File: src/rtl/serial_add_ctrl_pkg.sv
// rtl/serial_add_ctrl_pkg.sv - shared types and constants for the nibble-serial adder
// Package serial_add_pkg: controller state enum and nibble width.
// Optional subtract support is selected by the macro SERIAL_ADD_SUB_EN (used in the
// interface and top, not here).
package serial_add_pkg;

  localparam int NIBBLE_W = 4;

  typedef enum logic [1:0] {
    IDLE = 2'd0,
    RUN  = 2'd1,
    DONE = 2'd2
  } state_t;

endpackage

File: src/rtl/serial_add_ctrl_if.sv
// rtl/serial_add_ctrl_if.sv - request/response bundle for serial_add_ctrl
// Interface serial_add_ctrl_if #(WIDTH):
//   request  : req_valid, req_ready, op_a, op_b, cin (+ sub when SERIAL_ADD_SUB_EN)
//   response : rsp_valid, rsp_ready, sum, cout, ovf
// Modports: master (requester/consumer side), slave (the adder controller).
interface serial_add_ctrl_if #(
  parameter int WIDTH = 32
);

  logic             req_valid;
  logic             req_ready;
  logic [WIDTH-1:0] op_a;
  logic [WIDTH-1:0] op_b;
  logic             cin;
`ifdef SERIAL_ADD_SUB_EN
  logic             sub;
`endif
  logic             rsp_valid;
  logic             rsp_ready;
  logic [WIDTH-1:0] sum;
  logic             cout;
  logic             ovf;

  modport master (
`ifdef SERIAL_ADD_SUB_EN
    output sub,
`endif
    output req_valid, op_a, op_b, cin, rsp_ready,
    input  req_ready, rsp_valid, sum, cout, ovf
  );

  modport slave (
`ifdef SERIAL_ADD_SUB_EN
    input  sub,
`endif
    input  req_valid, op_a, op_b, cin, rsp_ready,
    output req_ready, rsp_valid, sum, cout, ovf
  );

endinterface

File: src/rtl/serial_add_ctrl_adder.sv
// rtl/serial_add_ctrl_adder.sv - 4-bit ripple full adder used one nibble per cycle
// Module full_adder_4bit:
//   carry_in  : carry into bit 0
//   data_a/b  : 4-bit addends
//   sum       : 4-bit result
//   carry_out : carry out of bit 3
module full_adder_4bit (
  input  logic       carry_in,
  input  logic [3:0] data_a,
  input  logic [3:0] data_b,
  output logic [3:0] sum,
  output logic       carry_out
);

  assign {carry_out, sum} = {1'b0, data_a} + {1'b0, data_b} + {4'b0000, carry_in};

endmodule

File: src/rtl/serial_add_ctrl.sv
// rtl/serial_add_ctrl.sv - nibble-serial adder with valid/ready request and response
// Computes op_a + op_b + cin over WIDTH/4 cycles using a single full_adder_4bit,
// least significant nibble first.
// Ports:
//   clk  : clock, rising edge
//   rst  : asynchronous active-high reset
//   bus  : serial_add_ctrl_if.slave (request, response, sum/cout/ovf)
// Parameter WIDTH: multiple of 4, at least 8.
// Macro SERIAL_ADD_SUB_EN: adds bus.sub; sub=1 computes op_a + ~op_b + 1, cin ignored.
module serial_add_ctrl
  import serial_add_pkg::*;
#(
  parameter int WIDTH = 32
) (
  input  logic               clk,
  input  logic               rst,
  serial_add_ctrl_if.slave   bus
);

  localparam int N     = WIDTH / NIBBLE_W;
  localparam int CNT_W = $clog2(N);

  if ((WIDTH % NIBBLE_W) != 0 || WIDTH < 8) begin : g_bad_width
    $error("serial_add_ctrl: WIDTH must be a multiple of 4 and at least 8");
  end

  state_t             state;
  logic [CNT_W-1:0]   cnt;
  logic               carry;
  logic [WIDTH-1:0]   a_q;
  logic [WIDTH-1:0]   b_q;
  logic [WIDTH-1:0]   sum_q;
  logic               cout_q;
  logic               ovf_q;

  logic [NIBBLE_W-1:0] fa_sum;
  logic                fa_cout;
  logic                msb_cin;
  logic                last_nibble;

  // Operands shift right one nibble per RUN edge, so the adder always sees bits [3:0].
  full_adder_4bit u_fa (
    .carry_in  (carry),
    .data_a    (a_q[NIBBLE_W-1:0]),
    .data_b    (b_q[NIBBLE_W-1:0]),
    .sum       (fa_sum),
    .carry_out (fa_cout)
  );

  // Carry into the MSB recovered from the top nibble's bit 3: s = a ^ b ^ c.
  assign msb_cin     = a_q[NIBBLE_W-1] ^ b_q[NIBBLE_W-1] ^ fa_sum[NIBBLE_W-1];
  assign last_nibble = (cnt == CNT_W'(N - 1));

  always_ff @(posedge clk or posedge rst) begin
    if (rst) begin
      state  <= IDLE;
      cnt    <= '0;
      carry  <= 1'b0;
      a_q    <= '0;
      b_q    <= '0;
      sum_q  <= '0;
      cout_q <= 1'b0;
      ovf_q  <= 1'b0;
    end else begin
      case (state)
        IDLE: begin
          if (bus.req_valid) begin
            a_q   <= bus.op_a;
            cnt   <= '0;
            state <= RUN;
`ifdef SERIAL_ADD_SUB_EN
            // Subtraction as two's complement: invert op_b and force the carry-in.
            b_q   <= bus.sub ? ~bus.op_b : bus.op_b;
            carry <= bus.sub ? 1'b1 : bus.cin;
`else
            b_q   <= bus.op_b;
            carry <= bus.cin;
`endif
          end
        end
        RUN: begin
          // New nibble enters at the top; after N edges sum_q holds the full result.
          sum_q <= {fa_sum, sum_q[WIDTH-1:NIBBLE_W]};
          a_q   <= a_q >> NIBBLE_W;
          b_q   <= b_q >> NIBBLE_W;
          carry <= fa_cout;
          cnt   <= cnt + 1'b1;
          if (last_nibble) begin
            cout_q <= fa_cout;
            ovf_q  <= msb_cin ^ fa_cout;
            carry  <= 1'b0;
            state  <= DONE;
          end
        end
        DONE: begin
          if (bus.rsp_ready) begin
            state <= IDLE;
          end
        end
        default: state <= IDLE;
      endcase
    end
  end

  assign bus.req_ready = (state == IDLE);
  assign bus.rsp_valid = (state == DONE);
  assign bus.sum       = sum_q;
  assign bus.cout      = cout_q;
  assign bus.ovf       = ovf_q;

endmodule

File: src/flat_wrapper.sv
// flat-port wrapper written by rule: the top's interface ports become plain ports
module serial_add_ctrl_flat import serial_add_pkg::*;
#(
  parameter int WIDTH = 32
)
  (clk, rst, bus_req_valid, bus_op_a, bus_op_b, bus_cin, bus_rsp_ready, bus_req_ready, bus_rsp_valid, bus_sum, bus_cout, bus_ovf);
  serial_add_ctrl_if #(.WIDTH(WIDTH)) bus_i ();
  input  logic clk;
  input  logic rst;
  input wire logic [$bits(bus_i.req_valid)-1:0] bus_req_valid;
  input wire logic [$bits(bus_i.op_a)-1:0] bus_op_a;
  input wire logic [$bits(bus_i.op_b)-1:0] bus_op_b;
  input wire logic [$bits(bus_i.cin)-1:0] bus_cin;
  input wire logic [$bits(bus_i.rsp_ready)-1:0] bus_rsp_ready;
  output wire logic [$bits(bus_i.req_ready)-1:0] bus_req_ready;
  output wire logic [$bits(bus_i.rsp_valid)-1:0] bus_rsp_valid;
  output wire logic [$bits(bus_i.sum)-1:0] bus_sum;
  output wire logic [$bits(bus_i.cout)-1:0] bus_cout;
  output wire logic [$bits(bus_i.ovf)-1:0] bus_ovf;
  assign bus_i.req_valid = bus_req_valid;
  assign bus_i.op_a = bus_op_a;
  assign bus_i.op_b = bus_op_b;
  assign bus_i.cin = bus_cin;
  assign bus_i.rsp_ready = bus_rsp_ready;
  assign bus_req_ready = bus_i.req_ready;
  assign bus_rsp_valid = bus_i.rsp_valid;
  assign bus_sum = bus_i.sum;
  assign bus_cout = bus_i.cout;
  assign bus_ovf = bus_i.ovf;
  serial_add_ctrl #(.WIDTH(WIDTH)) u_core (.clk(clk), .rst(rst), .bus(bus_i));
endmodule
File: config.mk
export PLATFORM = sky130hd
export DESIGN_NAME = serial_add_ctrl_flat
export DESIGN_NICKNAME = d
export VERILOG_FILES = /design/src/rtl/serial_add_ctrl_pkg.sv /design/src/rtl/serial_add_ctrl_if.sv /design/src/rtl/serial_add_ctrl_adder.sv /design/src/rtl/serial_add_ctrl.sv /design/src/flat_wrapper.sv
export SDC_FILE = /design/constraint.sdc
export NUM_CORES = 1
export LEC_CHECK = 0
export ABC_CLOCK_PERIOD_IN_PS = 4300
export CAP_MARGIN = 20
export CORE_ASPECT_RATIO = 1.25
export CORE_UTILIZATION = 30
export DETAILED_ROUTE_END_ITERATION = 10
export HOLD_SLACK_MARGIN = 0.05
export SYNTH_ARGS = -nofsm -noshare
export SYNTH_HDL_FRONTEND = slang
export SYNTH_SLANG_ARGS = --single-unit
File: constraint.sdc
create_clock -name clk -period 4.3 [get_ports clk]
set_clock_uncertainty 0.15 [all_clocks]
set_input_delay 1.29 -clock clk [delete_from_list [all_inputs] [get_ports clk]]
set_output_delay 1.29 -clock clk [all_outputs]
set_load 0.03 [all_outputs]
======== After elaboration in Yosys (flattened, before gate mapping) ========
Index checks and enable logic that the tools add are counted.
cells by class
  eq/ne operators ......................... 6
  bitwise gates (word level) .............. 3
  multiplexer cells ....................... 13
  reduce and logical (&&, ||, !) cells .... 5
  add/sub/neg operators ................... 3
operators by type and width
  cell                                           count
  case mux 32 bit (2 select lines)               2
  two-way mux 32 bit                             2
  two-way mux 2 bit                              3
  case mux 2 bit (3 select lines)                1
  case mux 3 bit (2 select lines)                1
  adder 4 x 4 -> 5 bit                           1
  adder 5 x 1 -> 5 bit                           1
  != test 2 bit, second input constant           2
  AND reduction 2 bit                            2
  adder 3 x 1 -> 3 bit, second input constant    1
  == test 3 bit, second input constant           1
  two-way mux 3 bit                              1
  AND reduction 3 bit                            1
  bitwise XOR 1 bit                              3
  == test 2 x 1 -> 1 bit, second input constant  1
  == test 2 bit, second input constant           1
  logical NOT 2 bit                              1
  two-way mux 1 bit                              2
  != test 2 x 1 -> 1 bit, second input constant  1
  case mux 1 bit (2 select lines)                1
  nonzero test 2 bit                             1
storage, ports and cells
  register bits ........................... 104
  output and inout bits ................... 36
  bits of input ports ..................... 69
  word-level logic and storage cells ...... 38

======== Depth between registers and ports, before layout ========
Gate-level depths: netlist of the first run.
  word-level depth ........................ 4
  depth in mapped cells ................... 8
  gate-level depth less buffers ........... 8

======== By module ========
From an unflattened synthesis of the first run, not the netlist that was laid out.
unflattened totals
  cells, all modules ...................... 466
  area, all modules ....................... 4952.2 µm²
modules (own cells, without submodules)
  module           instances  seq. area each (µm²)  area an instance (µm²)  cells each
  serial_add_ctrl  1          2602.5                4808.4                  450
  full_adder_4bit  1          0.0                   143.9                   16

======== Worst setup path before layout of the first run ========
Ideal clock, no wire load.
  path type ............................... register -> output
  from .................................... register u_core.state[0]
  to ...................................... output bus_rsp_valid
  required time ........................... 2860 ps
  buffers on the path ..................... 2
  arrival ................................. 1037 ps
  cell stages (with the launch flop) ...... 5
  path slack .............................. 1823 ps
  cells stage by stage .................... dfrtp_1 -> buf_4 -> buf_4 -> nand2b_1 -> inv_1
between the ends
  word-level cells in the longest chain between the ends .. 1
ends and longest elaborated chain
  element                 line                    RTL
  start, declared         serial_add_ctrl.sv:27   state_t state;
  start signal, assigned  serial_add_ctrl.sv:56   state <= IDLE;
  start signal, assigned  serial_add_ctrl.sv:70   state <= RUN;
  start signal, assigned  serial_add_ctrl.sv:92   state <= DONE;
  == test 2 bit           serial_add_ctrl.sv:106  assign bus.rsp_valid = (state == DONE);
  end, declared           flat_wrapper.sv:16      output wire logic [$bits(bus_i.rsp_valid)-1:0] bus_rsp_valid;
No other way between the ends.

======== Worst setup path after layout of the first run ========
  from .................................... register u_core.state[1]
  to ...................................... output bus_rsp_valid
Same word-level chain as after synthesis.

==> results of run 1 <==
[cells in the final DEF, fill, tap and decap left out, drive strengths merged, types with 6 or more instances in the layout]
| cell | netlist | layout |
|---|---|---|
| nand2 | 156 | 156 |
| clkdlybuf4s50 | 0 | 104 |
| dfrtp | 104 | 104 |
| o21ai | 68 | 68 |
| a21oi | 36 | 36 |
| mux2i | 29 | 29 |
| and3b | 28 | 28 |
| clkbuf | 7 | 13 |
| buf | 29 | 9 |
| inv | 7 | 7 |
| nor2b | 6 | 6 |
[power groups by stage]
stage	clock [uW]	sequential (uW)	combinational [uW]
after floorplan	0	1880	1050
after global placement	0	1660	1790
after detailed placement	0	1680	1840
after CTS	774	1660	1850
after global routing	815	1710	2020
final	748	1650	1820
[area by class of cell]
cell class	instances	area share [%]
sequential	104	41.80
timing repair buffer	113	18.00
tap	212	4.259
clock buffer	13	4.018
clock inverter	3	0.2812
inverter	7	0.4620
multi-input combinational	349	31.18
[worst max-delay path: cells and delay by family (launching register included)]
family                 cells  cell delay (ns)
buffers and inverters      2             0.74
flip-flops                 1             0.71
AND/OR/NAND/NOR            1             0.13
[through the flow]
stage                     hold WS [ns]  worst slack, ns  util (%)
after CTS                       0.3284           0.9119     40.00
after floorplan                 0.2992           0.1278         -
after global routing            0.3551           0.8274     40.00
after global placement          0.3071            1.288     38.28
final                           0.3238           0.9361     40.00
after detailed placement        0.3117            1.299     38.28
[worst max-delay path by stage]
| stage | slack (ns) | start | end | depth (start not counted) |
|---|---|---|---|---|
| floorplan | 0.13 | rst | u_core.a_q[0] | 1 |
| CTS | 0.91 | u_core.state[1] | bus_rsp_valid | 3 |
| finish | 0.94 | u_core.state[1] | bus_rsp_valid | 3 |
| detailed placement | 1.30 | bus_req_valid | u_core.carry | 5 |
| global placement | 1.29 | u_core.state[1] | bus_rsp_valid | 3 |
| global route | 0.83 | u_core.state[1] | bus_rsp_valid | 3 |
[cells by family after synthesis]
kind of cell	count (synthesis)
adders and majority gates	7
muxes	29
DFF	104
AOI/OAI and AO/OA	112
buffers and inverters	43
xor gates and xnor gates	3
and+or+nand+nor	198
[per-layer routing]
metal,share of wire (%),up-vias
li1,-,1823
met1,47,1705
met2,48,82
met3,4.2,11
met4,1.5,0
met5,0,-
[state kept, by name, summed over array words and instances (netlist names)]
signal           count
u_core.a_q          32
u_core.bus.sum      32
u_core.bus.ovf       1
u_core.state         2
u_core.carry         1
u_core.b_q          32
u_core.bus.cout      1
u_core.cnt           3
==> metrics.md, run 1 <==
| Metric | Value |
|---|---|
| Synth area leader | `sky130_fd_sc_hd__dfrtp_1` |
| Diodes inserted | `0` |
| Combinational share of power | `43.1%` |
| Antenna Nets Post-Route | `0` |
| Post-Synth Adder-Cell Area | `under 10%` |
| Initial antenna violation count | `0` |
| Quantity of I/O buffers inserted on ports | `104` |
| Combinational family with the most area after synthesis | `simple AND/OR/NAND/NOR gates` |
| Clock Latency Late Sink | `0.34 ns` |
| CP required | `2.86 ns` |
| Fillers | `1,601` |
| CTS Buf Count | `9` |
| I/O pin count | `105` |
| Dominant cell by count in the synthesized netlist | `sky130_fd_sc_hd__nand2_1` |
| Part of the power in the clock network | `roughly 18%` |
| Cell-by-cell listing of the critical path | `nand2b_1 > inv_1 > clkdlybuf4s50_1` |
| Post-cts repair resize count | `0` |
| Capture instance of the worst register-to-register path | `u_core.b_q[2]` |
| Switch share | `39.32%` |
| Unrepaired setup endpoints after global routing | `no` |
| Mean instance size in the synthesized netlist | `between 9 and 10 um2` |
| Fin crit share | `78.23%` |
| Drc violations | `0` |
| Peak Freq | `just under 0.3 GHz` |
| Initial core utilization | `between 30% and 40%` |
| Total Neg Setup Slack | `0 ns` |
| Transition time of the tightest slew-check pin | `0.7991 ns` |
| Kind of start point of the critical path | `flop` |
| Xor/xnor share of the synthesized area | `less than 1%` |
| Worst min path class | `flop to flop` |
| Placed insts | `~800` |
| Worst max-slew margin expressed relative to the limit | `46.73%` |
| Root Driver | `sky130_fd_sc_hd__clkbuf_16` |
| Total iterations of the first detailed-routing run | `4` |
| Cell internal pwr | `approximately 2600 uW` |
| Proportion of synthesized flip-flops having asynchronous set or reset | `100.0%` |
| Number of pins with negative max-slew slack in the final report | `0` |
| Register-to-Register Setup Slack | `1.48 ns` |
| Worst path max stage delay | `0.71 ns` |
| Leakage Power | `0.002900 uW` |
| Number of DRC violations after detailed-routing iteration 0 | `between 200 and 250` |
| Via density | `4.521` |
| Highest-delay cell along the critical path | `sky130_fd_sc_hd__dfrtp_1` |
| Via count of the first global-routing pass | `about 3,600` |
| Vias | `3,621` |
| Routed wirelength normalized by instance count | `13.22 um` |
| Global route hottest layer | `met2` |
| Standard-cell row count | `just over 50` |
| Portion of the post-synthesis area used by sequential elements | `54.49%` |
| Portion of synthesized cell area occupied by the leading cell type | `54.49%` |
| Arrival @ worst endpoint | `approximately 1.9 ns` |
| Total power per unit cell area | `approximately 680 nW/um2` |
| Die X-Extent | `approximately 110 um` |
| Hold Buf Count CTS | `0` |
| Final Non-Filler Cells | `801` |
| Die boundary height | `143.1 um` |
| Wire length of the first global-routing pass | `17.39 mm` |
| Global routing met3 resource utilization | `2.589%` |
| Area growth from synthesis to layout | `30.42%` |
| Area taken by multi-input logic gates | `1942 um2` |
| Distinct cell type count of the synthesized netlist | `28` |
| Hold depth | `2` |
| Die area | `16,430 um2` |
| Post CTS Setup Buffer Count | `0` |
| Post-DP HPWL | `7.363 mm` |
| Maximum number of pins on one net before global-route repair | `68` |
| Post-Layout Inst Area | `between 6000 and 7000 um2` |
| Sinks on the clock net | `between 100 and 150` |
| Cell count of the worst reg-to-reg path | `5` |
| Net switching power | `1658 uW` |
| Most numerous cell types in the synthesized netlist | `156 x sky130_fd_sc_hd__nand2_1, 104 x sky130_fd_sc_hd__dfrtp_1, 54 x sky130_fd_sc_hd__o21ai_0` |
| Core Box Area | `15,570 um2` |
| Met2 usage in global routing | `21.88%` |
| Critical path class | `flop to output pin` |
| Number of warnings reported in the yosys synthesis log | `0` |
| Number of endpoints failing setup at the final stage | `0` |
| Reported max-cap violation count | `0` |
| Leading cell types by total area after synthesis | `sky130_fd_sc_hd__dfrtp_1 54%, sky130_fd_sc_hd__nand2_1 12%, sky130_fd_sc_hd__mux2i_1 6.1%` |
| Simple-gate portion of the synthesized area | `19.18%` |
| Clock transition at the registers of the reported paths | `0.07 ns` |
| Instance count of the mapped netlist | `496` |
| Multiplexer share of the synthesized area | `6.078%` |
| GR met1 Demand/Resource | `17.63%` |
| Seq. cell area | `2604 um2` |
| Number of synthesized flops with an enable pin | `0` |
| Worst Hold Launch | `u_core.bus.sum[1]` |
| Maximum resistive drop on vdd | `0.0003071 V` |
| FF-to-FF Start | `u_core.state[1]` |
| Most used flip-flop cell after synthesis | `sky130_fd_sc_hd__dfrtp_1` |
| Post-Syn Nets | `572` |
| Overall track demand over capacity in global routing | `a little over an eighth` |
| Final estimated routing congestion in global placement | `about 0.74` |
| Type of element capturing the critical path | `output pin` |
| Status | `finished, final reports clean` |
| Post-synthesis compound-gate area fraction | `12.47%` |
| Hold Crit Endpoint | `u_core.bus.sum[1]` |
| Seq pwr share | `39.2%` |
| Minimum clock period after layout | `3.364 ns` |
| Final hold violation count | `0` |
| Overall power consumption | `around 4200 uW` |
| Overall overflow remaining after global route | `0` |
| Wire length after detailed routing | `~11 mm` |
| Summed instance area of the synthesized netlist | `4776 um2` |
| Number of nets in the final layout | `660` |
| Share of layout cells above drive strength 1 | `4.754%` |
| H-tree depth reported by CTS | `3` |
| Number of flip-flops and latches in the synthesized netlist | `104` |
| TritonCTS clock tree | `built` |
| Cell area after placement | `5961 um2` |
| Worst-path maximum fanout | `21` |
| Clock buffer depth | `2` |
Note: power is estimated with default switching activity, not from simulation.
==> run 2: changes to the inputs <==
ABC_CLOCK_PERIOD_IN_PS = 3000   (was 4300)
clock period = 3 ns   (was 4.3 ns; I/O delays follow)
==> run 2 against run 1 <==
Combinational power up 45%. Clock power increased by 59%. Worst hold slack improved by 0.0022 ns. Total power grew 47%. Die area stayed put. Final cell count grew 0.12%.
==> metrics.md, run 2 (synthesis gave the netlist of run 1 again) <==
| Metric | Value |
|---|---|
| Status | `finished, final reports clean` |
| Root Driver | `sky130_fd_sc_hd__clkbuf_16` |
| Worst max-slew margin expressed relative to the limit | `57.28%` |
| Diodes inserted | `0` |
| Unrepaired setup endpoints after global routing | `no` |
| Global route hottest layer | `met2` |
| Worst path max stage delay | `0.49 ns` |
| Total power per unit cell area | `983.6 nW/um2` |
| Cell-by-cell listing of the critical path | `buf_4 > nand2b_1 > inv_1 > buf_4` |
| Crit path from | `u_core.state[0]` |
| Worst Hold Launch | `u_core.bus.sum[1]` |
| CTS Buf Count | `9` |
| GR met1 Demand/Resource | `17.44%` |
| Standard-cell row count | `approximately 50` |
| Kind of start point of the critical path | `flop` |
| Share of layout cells above drive strength 1 | `5.424%` |
| Number of nets in the final layout | `661` |
| Die area | `~16,000 um2` |
| Maximum resistive drop on vdd | `0.0003829 V` |
| Die boundary height | `143.1 um` |
| Final Non-Filler Cells | `802` |
| Initial antenna violation count | `0` |
| Peak Freq | `0.3619 GHz` |
| I/O pin count | `105` |
| Worst min path class | `flop to flop` |
| Seq. cell area | `2604 um2` |
| Core Box Area | `15,570 um2` |
| Worst-path maximum fanout | `59` |
| Area growth from synthesis to layout | `31.62%` |
| Hold slack final | `0.3261 ns` |
| Fillers | `about 1,600` |
| Leading cell type in the layout, fill and taps excluded | `sky130_fd_sc_hd__nand2_1` |
| Via count of the first global-routing pass | `3,647` |
| Post-DP HPWL | `~7.4 mm` |
| FF-to-FF Start | `u_core.state[1]` |
| Wire length after detailed routing | `10.76 mm` |
| Arrival @ worst endpoint | `1.71 ns` |
| Maximum number of pins on one net before global-route repair | `between 70 and 80` |
| Wire length of the first global-routing pass | `17.80 mm` |
| Overall track demand over capacity in global routing | `~14%` |
| H-tree depth reported by CTS | `3` |
| Routed wirelength normalized by instance count | `13.41 um` |
| Via density | `between 4 and 5` |
| Util after Layout | `between 40% and 50%` |
| Final hold violation count | `0` |
| Hold Buf Count CTS | `0` |
| Leading cell types in the layout, fill and taps excluded | `156 x sky130_fd_sc_hd__nand2_1, 103 x sky130_fd_sc_hd__clkdlybuf4s50_1, 103 x sky130_fd_sc_hd__dfrtp_1` |
| Final estimated routing congestion in global placement | `~0.75` |
| Critical Path Most Common Cell | `sky130_fd_sc_hd__buf_4` |
| Quantity of I/O buffers inserted on ports | `104` |
| Initial core utilization | `about 31%` |
| Overall overflow remaining after global route | `0` |
| Vias | `3,667` |
| Number of DRC violations after detailed-routing iteration 0 | `between 150 and 200` |
| Post-cts repair resize count | `0` |
| Leakage Power | `a little under 0.003 uW` |
| Placed insts | `786` |
| Antenna Nets Post-Route | `0` |
| Die X-Extent | `114.9 um` |
| Transition time of the tightest slew-check pin | `0.6408 ns` |
| Total iterations of the first detailed-routing run | `4` |
| Total Neg Setup Slack | `0 ns` |
| Fin crit share | `92.11%` |
| Reported max-cap violation count | `0` |
| Critical path class | `flop to output pin` |
| Post CTS Setup Buffer Count | `0` |
| Clock transition at the registers of the reported paths | `0.07 ns` |
| Clock Latency Late Sink | `0.34 ns` |
| Met2 usage in global routing | `a little under a quarter` |
| Area taken by multi-input logic gates | `1942 um2` |
| Clock buffer depth | `2` |
| Highest-delay cell along the critical path | `sky130_fd_sc_hd__dfrtp_2` |
| Number of endpoints failing setup at the final stage | `0` |
| Minimum clock period after layout | `2.763 ns` |
| CP required | `1.95 ns` |
| Global routing met3 resource utilization | `2.504%` |
| Sinks on the clock net | `104` |
| Type of element capturing the critical path | `output pin` |
| TritonCTS clock tree | `built` |
| Number of pins with negative max-slew slack in the final report | `0` |
| Drc violations | `0` |
-- run 2: cell types whose count changed in the layout (fill, tap and decap cells not counted), sizes merged --
cell / delta
clkdlybuf4s50: -1
buf: +2
clkinvlp: +1
bufinv: +1
clkbuf: -2
-- run 2: path summary, 6_finish.rpt --
path / end / slack, ns / cells after the start
worst min-delay path: u_core.bus.sum[1] / 0.33 / 2
min in group asynchronous: u_core.b_q[8] / 0.88 / 3
max in group asynchronous: u_core.bus.sum[7] / 1.48 / 3
worst max-delay path: bus_rsp_valid / 0.24 / 4
worst min register to register: u_core.bus.sum[1] / 0.33 / 2
worst max register to register: u_core.b_q[11] / 0.82 / 5
-- run 2: worst max-delay path: cells and delay by family, from the launching register on --
family | cells | cell delay, ns
buffers and inverters | 3 | 0.68
flip-flops | 1 | 0.49
AND/OR/NAND/NOR | 1 | 0.19
-- run 2: area by class of cell --
class / instances / area share (%)
multi-input cells: 349 / 30.89
clock inverters: 5 / 1.015
well taps: 212 / 4.220
repair buffers: 114 / 18.11
clock buffers: 11 / 3.861
flip-flops and latches: 104 / 41.42
inverters: 7 / 0.4777
-- run 2: routing by layer --
metal  vias up  part of all wire (%)
met5         -                     0
met1      1737                    47
met2        95                    48
met3        10                   4.1
met4         0                   1.4
li1       1825                     -
-- run 2: power by group --
group | switching, uW | leakage (uW) | internal [uW]
combinational | 1520 | 0.00144 | 1110
clock | 517 | 0.000146 | 676
sequential | 370 | 0.00134 | 1990
total | 2410 | 0.00292 | 3770
-- run 2: stage by stage --
| stage | instance area [um2] | total power, uW | worst slack, ns |
|---|---|---|---|
| global route | 6286 | 6681 | 0.09922 |
| finish | 6286 | 6183 | 0.2367 |
| CTS | 6286 | 6280 | 0.1944 |
| floorplan | 4780 | 4204 | 0.7044 |
| detailed placement | 5979 | 5063 | 0.4019 |
| global placement | 5979 | 4970 | 0.4558 |
